**config.mk**
```make
export PLATFORM = sky130hd
export DESIGN_NAME = shifter_pipe_flat
export DESIGN_NICKNAME = d
export VERILOG_FILES = /design/src/rtl/shifter_pipe_if.sv /design/src/rtl/shifter_pipe.sv /design/src/flat_wrapper.sv
export SDC_FILE = /design/constraint.sdc
export NUM_CORES = 1
export LEC_CHECK = 0
export BUFFER_PORTS_ARGS = -buffer_cell sky130_fd_sc_hd__buf_4
export CELL_PAD_IN_SITES_DETAIL_PLACEMENT = 0
export CELL_PAD_IN_SITES_GLOBAL_PLACEMENT = 2
export CORE_MARGIN = 3
export CORE_UTILIZATION = 36
export DETAILED_ROUTE_END_ITERATION = 10
export PLACE_DENSITY_LB_ADDON = 0.08
export SLEW_MARGIN = 20
export SYNTH_ARGS = -nofsm -noshare
export SYNTH_HDL_FRONTEND = slang
export SYNTH_HIERARCHICAL = 1
export SYNTH_SLANG_ARGS = --single-unit
```
**constraint.sdc**
```tcl
create_clock -name clk -period 9.9 [get_ports clk]
set_input_delay 2.97 -clock clk [delete_from_list [all_inputs] [get_ports clk]]
set_output_delay 2.97 -clock clk [all_outputs]
set_load 0.1 [all_outputs]
```
**src/rtl/shifter_pipe_if.sv**
```systemverilog
// Stream bundle for shifter_pipe: operand beat in, shifted result beat out.
// master drives the input beat and out_ready; slave is the shifter.
interface shifter_pipe_if #(
  parameter int N = 32,
  parameter int S = $clog2(N)
);
  logic         in_valid;
  logic         in_ready;
  logic [N-1:0] in_a;
  logic [S-1:0] in_s;
  logic [1:0]   in_op;
  logic         out_valid;
  logic         out_ready;
  logic [N-1:0] out_y;
  logic         out_zero;

  modport master (
    output in_valid, in_a, in_s, in_op, out_ready,
    input  in_ready, out_valid, out_y, out_zero
  );

  modport slave (
    input  in_valid, in_a, in_s, in_op, out_ready,
    output in_ready, out_valid, out_y, out_zero
  );
endinterface

```
**src/rtl/shifter_pipe.sv**
```systemverilog
// shifter_pipe: pipelined barrel shifter (SLL/SRL/SRA/ROR) with valid/ready.
// One shift stage per shift-amount bit; stage k shifts by 2^k.
// Build option: SHIFTER_STAGE_REGS_EN registers every stage (latency S);
// without it the stages are combinational into one output register (latency 1).

// One shift stage: shifts by SH positions when en is set, else passes through.
module shifter_pipe_stage #(
  parameter int N  = 32,
  parameter int SH = 1
) (
  input  logic [N-1:0] a,
  input  logic [1:0]   op,
  input  logic         sgn,
  input  logic         en,
  output logic [N-1:0] y
);
  // Fill source depends on the op; SRA uses the sign captured at input.
  always_comb begin
    y = a;
    if (en) begin
      case (op)
        2'b00:   y = {a[N-SH-1:0], {SH{1'b0}}};
        2'b01:   y = {{SH{1'b0}}, a[N-1:SH]};
        2'b10:   y = {{SH{sgn}}, a[N-1:SH]};
        default: y = {a[SH-1:0], a[N-1:SH]};
      endcase
    end
  end
endmodule

module shifter_pipe #(
  parameter int N = 32,
  parameter int S = $clog2(N)
) (
  input  logic           clk,
  input  logic           rst_n,
  shifter_pipe_if.slave  bus
);
  if (N < 4 || (N & (N - 1)) != 0) begin : g_bad_n
    $error("shifter_pipe: N must be a power of two and at least 4");
  end

  // Beat carried between stages: remaining amount bits travel with the data.
  typedef struct packed {
    logic         vld;
    logic [1:0]   op;
    logic [S-1:0] amt;
    logic         sgn;
    logic [N-1:0] dat;
  } beat_t;

  logic         advance;
  logic         out_vld;
  logic [N-1:0] out_dat;
  beat_t        stg_in  [S];
  beat_t        stg_out [S-1];
  logic [N-1:0] shf     [S];

  // Single global stall: everything moves when the output slot frees up.
  assign advance      = bus.out_ready | ~out_vld;
  assign bus.in_ready = advance;

  assign stg_in[0] = '{vld: bus.in_valid & advance, op: bus.in_op, amt: bus.in_s,
                       sgn: bus.in_a[N-1], dat: bus.in_a};

  for (genvar k = 0; k < S; k++) begin : g_stage
    shifter_pipe_stage #(.N(N), .SH(1 << k)) u_stage (
      .a   (stg_in[k].dat),
      .op  (stg_in[k].op),
      .sgn (stg_in[k].sgn),
      .en  (stg_in[k].amt[k]),
      .y   (shf[k])
    );
    if (k < S - 1) begin : g_fwd
      assign stg_out[k] = '{vld: stg_in[k].vld, op: stg_in[k].op, amt: stg_in[k].amt,
                            sgn: stg_in[k].sgn, dat: shf[k]};
    end
  end

`ifdef SHIFTER_STAGE_REGS_EN
  beat_t stg_q [S-1];

  // Inter-stage registers; only the valid bits need a defined reset value.
  always_ff @(posedge clk) begin
    if (!rst_n) begin
      for (int k = 0; k < S - 1; k++) stg_q[k].vld <= 1'b0;
    end else if (advance) begin
      for (int k = 0; k < S - 1; k++) stg_q[k] <= stg_out[k];
    end
  end

  for (genvar k = 1; k < S; k++) begin : g_link
    assign stg_in[k] = stg_q[k-1];
  end
`else
  for (genvar k = 1; k < S; k++) begin : g_link
    assign stg_in[k] = stg_out[k-1];
  end
`endif

  // Output register, shared by both builds; holds while stalled.
  always_ff @(posedge clk) begin
    if (!rst_n) begin
      out_vld <= 1'b0;
      out_dat <= '0;
    end else if (advance) begin
      out_vld <= stg_in[S-1].vld;
      out_dat <= shf[S-1];
    end
  end

  assign bus.out_valid = out_vld;
  assign bus.out_y     = out_dat;
  assign bus.out_zero  = ~|out_dat;
endmodule

```
**src/flat_wrapper.sv**
```systemverilog
// flat-port wrapper written by rule: the top's interface ports become plain ports
module shifter_pipe_flat 
#(
  parameter int N = 32,
  parameter int S = $clog2(N)
)
  (clk, rst_n, bus_in_valid, bus_in_a, bus_in_s, bus_in_op, bus_out_ready, bus_in_ready, bus_out_valid, bus_out_y, bus_out_zero);
  shifter_pipe_if #(.N(N), .S(S)) bus_i ();
  input  logic clk;
  input  logic rst_n;
  input wire logic [$bits(bus_i.in_valid)-1:0] bus_in_valid;
  input wire logic [$bits(bus_i.in_a)-1:0] bus_in_a;
  input wire logic [$bits(bus_i.in_s)-1:0] bus_in_s;
  input wire logic [$bits(bus_i.in_op)-1:0] bus_in_op;
  input wire logic [$bits(bus_i.out_ready)-1:0] bus_out_ready;
  output wire logic [$bits(bus_i.in_ready)-1:0] bus_in_ready;
  output wire logic [$bits(bus_i.out_valid)-1:0] bus_out_valid;
  output wire logic [$bits(bus_i.out_y)-1:0] bus_out_y;
  output wire logic [$bits(bus_i.out_zero)-1:0] bus_out_zero;
  assign bus_i.in_valid = bus_in_valid;
  assign bus_i.in_a = bus_in_a;
  assign bus_i.in_s = bus_in_s;
  assign bus_i.in_op = bus_in_op;
  assign bus_i.out_ready = bus_out_ready;
  assign bus_in_ready = bus_i.in_ready;
  assign bus_out_valid = bus_i.out_valid;
  assign bus_out_y = bus_i.out_y;
  assign bus_out_zero = bus_i.out_zero;
  shifter_pipe #(.N(N), .S(S)) u_core (.clk(clk), .rst_n(rst_n), .bus(bus_i));
endmodule
```
---- Word-level counts from Yosys, hierarchy flattened ----
Index checks and enable logic that the tools add are counted.
word-level totals
  flip-flop bits (word level) ............. 33
  input port bits ......................... 43
  output and inout bits ................... 35
  word-level logic and storage cells ...... 20
operators by class
  equal/unequal tests ..................... 2
  mux-type cells .......................... 10
  bitwise operators ....................... 3
  reductions and logical operators ........ 3
operators by type and width
  kind                                                 number
  case mux 32 bit (3 select lines)                     5
  2-to-1 mux 32 bit                                    5
  OR reduction 32 bit                                  1
  equality test 2 x 1 -> 1 bit, second input constant  1
  equality test 2 bit, second input constant           1
  zero test 2 bit                                      1
  AND 1 bit                                            1
  zero test 1 bit                                      1
  inverter 1 bit                                       1
  OR 1 bit                                             1

---- Longest topological paths before layout ----
  word-level depth ........................ 11
  gate-level depth with buffers ........... 14
  mapped depth without buffers ............ 13

---- Modules after synthesis ----
The synthesis kept the hierarchy.
by module, submodules not included
  module                                           instances  cells each  area an instance (sq um)  seq. area each (sq um)
  shifter_pipe                                     1          153         1,425.1                   660.6
  shifter_pipe_stage at u_core.g_stage[4].u_stage  1          128         892.1                     0.0
  shifter_pipe_stage at u_core.g_stage[2].u_stage  1          144         888.4                     0.0
  shifter_pipe_stage at u_core.g_stage[3].u_stage  1          139         867.1                     0.0
  shifter_pipe_stage at u_core.g_stage[1].u_stage  1          147         859.6                     0.0
  shifter_pipe_stage at u_core.g_stage[0].u_stage  1          109         693.2                     0.0

---- Worst setup path after synthesis ----
OpenSTA, ideal clock, no wires.
  kind .................................... input port to output port
  start ................................... input bus_out_ready
  end ..................................... output bus_in_ready
  arrival ................................. 3.438 ns
  required time ........................... 6.930 ns
  slack ................................... 3.492 ns
  stages .................................. 4
  path through ............................ nor2b_4 > buf_6 > clkinv_4 > buf_6
between the ends
  cells in the longest elaborated chain, start to end .. 1
RTL lines
  item         line                text
  from (decl)  flat_wrapper.sv:15  input wire logic [$bits(bus_i.out_ready)-1:0] bus_out_ready;
  OR 1 bit     shifter_pipe.sv:60  assign advance = bus.out_ready | ~out_vld;
  to (decl)    flat_wrapper.sv:16  output wire logic [$bits(bus_i.in_ready)-1:0] bus_in_ready;
Every way passes these cells.

---- Final worst setup path ----
Same ends and word-level chain as after synthesis.

==> impl_metrics.json <==
{
  "synth_top_cell_area_share": 0.117,
  "first_pass_iters": 5,
  "fp-row-count": 45,
  "switching_share": 0.486,
  "setup_tns_ns": 0,
  "cts_tree": "done",
  "ctsHoldBuffers": 0,
  "vias_per_cell": 5.75,
  "critPathRequiredTime_ns": 6.93,
  "path_cells": "buf_4 -> nor2b_4 -> clkinv_4 -> buf_4",
  "slew-limit-headroom": 0.433,
  "cts-resized-gates": 0,
  "yosys_warnings": 6,
  "fin_ws_ns": 2.39,
  "worstSetupEndpointType": "output port",
  "worst_slew_pin_slew_ns": 0.849,
  "dp_hpwl_mm": 13.5,
  "nets": 862,
  "async_reset_ff_frac": 0,
  "clock_latency_ns": 0.27,
  "grt-ovfl-total": 0,
  "finalWeightedCongestion": 0.820,
  "peakVddDrop_uv": 74.3,
  "wl_per_cell_um": 18.0,
  "critical_path_class": "in -> out",
  "cp_max_fo": 34,
  "max_cap_viol_count": 0,
  "max_stage_delay_ns": 0.66,
  "syn_inst": 820,
  "ys.flop_type": "dfxtp_1",
  "instances_no_fill": 1031,
  "start_kind": "input pin",
  "root_buffer": "clkbuf_16",
  "rsz0062_at_grt": "no",
  "grt_pass1_wl_mm": 29.0,
  "cts_inserted_buffers": 5,
  "synth_common_cells": "103 x nor2_1, 99 x nand2_1, 69 x a31oi_1, 68 x or3b_1, 61 x mux2i_1",
  "antenna_found_initial": 0,
  "ys_ff_latch": 33,
  "seq_area_frac_synth": 0.117,
  "syn_area_um2": 5630,
  "synth_edf_count": 0,
  "ys_types": 35,
  "power_frac_clock": 0.206,
  "grt_start_max_net_pins": 126,
  "pre_cts_slack_ns": 2.40,
  "avgSynthCellArea_um2": 6.86,
  "final_max_slew_viol_count": 0,
  "synth_most_common_cell": "nor2_1",
  "share_seq_of_total_power": 0.225,
  "crit_slowest_cell": "nor2b_4",
  "postRouteAntennaNets": 0,
  "powerDensity_nw_per_um2": 117,
  "leakagePower_nw": 2.39,
  "htree_levels": 2,
  "die_h_um": 131,
  "area_growth_syn_to_layout_pct": 8.07,
  "fin_crit_ns": 7.51,
  "fmax_ghz": 0.133,
  "combPwrFrac": 0.569,
  "numPortBuffers": 77,
  "fin_skew_ns": 0.00339,
  "clockBufferDepth": 2,
  "outcome": "complete, no violations",
  "wirelength_mm": 18.6,
  "intPower_uw": 365,
  "net-switching-power_uw": 345,
  "clkTransAtPathRegs_ns": 0.05,
  "cts_num_sinks": 33,
  "first_global_vias": 5192,
  "cpMostUsedCell": "buf_4",
  "setup_viol_count_final": 0,
  "initial_utilization": 0.369,
  "die_area_um2": 17200,
  "ioPinCount": 78,
  "dp_cells": 1023,
  "first_iter_violations": 494,
  "period_share": 0.758,
  "syn_nets": 863,
  "synth_top_area_cell": "dfxtp_1",
  "antennaDiodeCount": 0,
  "hp-class": "reg -> reg",
  "hold_viol": 0,
  "crit_arrival_ns": 4.54,
  "num_vias": 5933,
  "post-cts-setup-buffers": 0,
  "synthTopCellsByArea": "dfxtp_1 12%, mux2i_1 11%, or3b_1 11%, a31oi_1 7.7%, nor2_1 6.9%",
  "grt_use_total": 0.212,
  "coreArea_um2": 15300,
  "route.detailed.drc": 0,
  "layout-drive-gt1-share": 0.149,
  "power_uw": 710,
  "dieWidth_um": 131
}
## cell usage in the layout (no fill, tap or decap), types with 15 or more instances in the layout
master,netlist,final
a21boi_2,29,29
a21oi_1,30,30
a31oi_1,69,69
buf_4,12,79
dfxtp_1,33,33
inv_1,47,47
mux2i_1,61,61
nand2_1,99,99
nand4bb_1,29,29
nor2_1,103,102
o21ai_0,32,32
o21ai_1,37,37
o221ai_1,15,15
o22ai_1,31,31
or3b_1,68,68
## metrics by stage
stage | utilization | hold WS, ns | instance area, µm²
after floorplan | - | 0.890 | 5630
after CTS | 0.398 | 0.479 | 6080
final | 0.398 | 0.478 | 6080
after global routing | 0.398 | 0.494 | 6080
after global placement | 0.389 | 0.466 | 5930
after detailed placement | 0.389 | 0.471 | 5940
## worst max-delay path: cells and delay by family
| family | cells | cell delay (ns) |
|---|---|---|
| simple gates | 1 | 0.66 |
| buf+inv | 3 | 0.89 |
## flip-flops by register name, indices dropped and copies added (netlist names)
signal,cells
u_core/bus.out_y,32
u_core/bus.out_valid,1
## metal layers
layer	routed length, µm	vias to the layer above	track usage
met2	8350	136	0.327
met5	0	-	0
met1	9530	2807	0.332
met4	65	0	0.0109
met3	668	4	0.0207
li1	-	2986	-
## layout make-up
class | count | area, µm²
clock buffers | 6 | 129
clock inverters | 2 | 10.0
fillers | 1648 | 9180
inverters | 48 | 185
multi-input cells | 651 | 4230
flip-flops and latches | 33 | 661
well taps | 211 | 264
repair buffers | 80 | 604
## kinds of logic after synthesis
family	Yosys count	share of synthesized area
simple gates	328	0.335
compound gates	262	0.307
buf+inv	136	0.132
mux	61	0.109
flops	33	0.117
## power by group through the flow
| stage | clock [mW] | combinational [mW] | sequential (mW) |
|---|---|---|---|
| floorplan | 0 | 0.224 | 0.249 |
| global placement | 0 | 0.399 | 0.161 |
| detailed placement | 0 | 0.402 | 0.162 |
| CTS | 0.150 | 0.403 | 0.159 |
| global route | 0.157 | 0.439 | 0.161 |
| finish | 0.146 | 0.404 | 0.160 |
## path summary, 6_finish.rpt
check	slack, ns	endpoint	cells after the start	startpoint
setup / recovery	2.39	bus_in_ready	4	bus_out_ready
hold / removal	0.48	u_core/bus.out_y[18]	2	u_core/bus.out_y[18]
setup reg to reg	7.93	u_core/bus.out_y[27]	4	u_core/bus.out_valid
hold reg to reg	0.48	u_core/bus.out_y[18]	2	u_core/bus.out_y[18]
No activity file was read; power rests on OpenSTA's default activity.
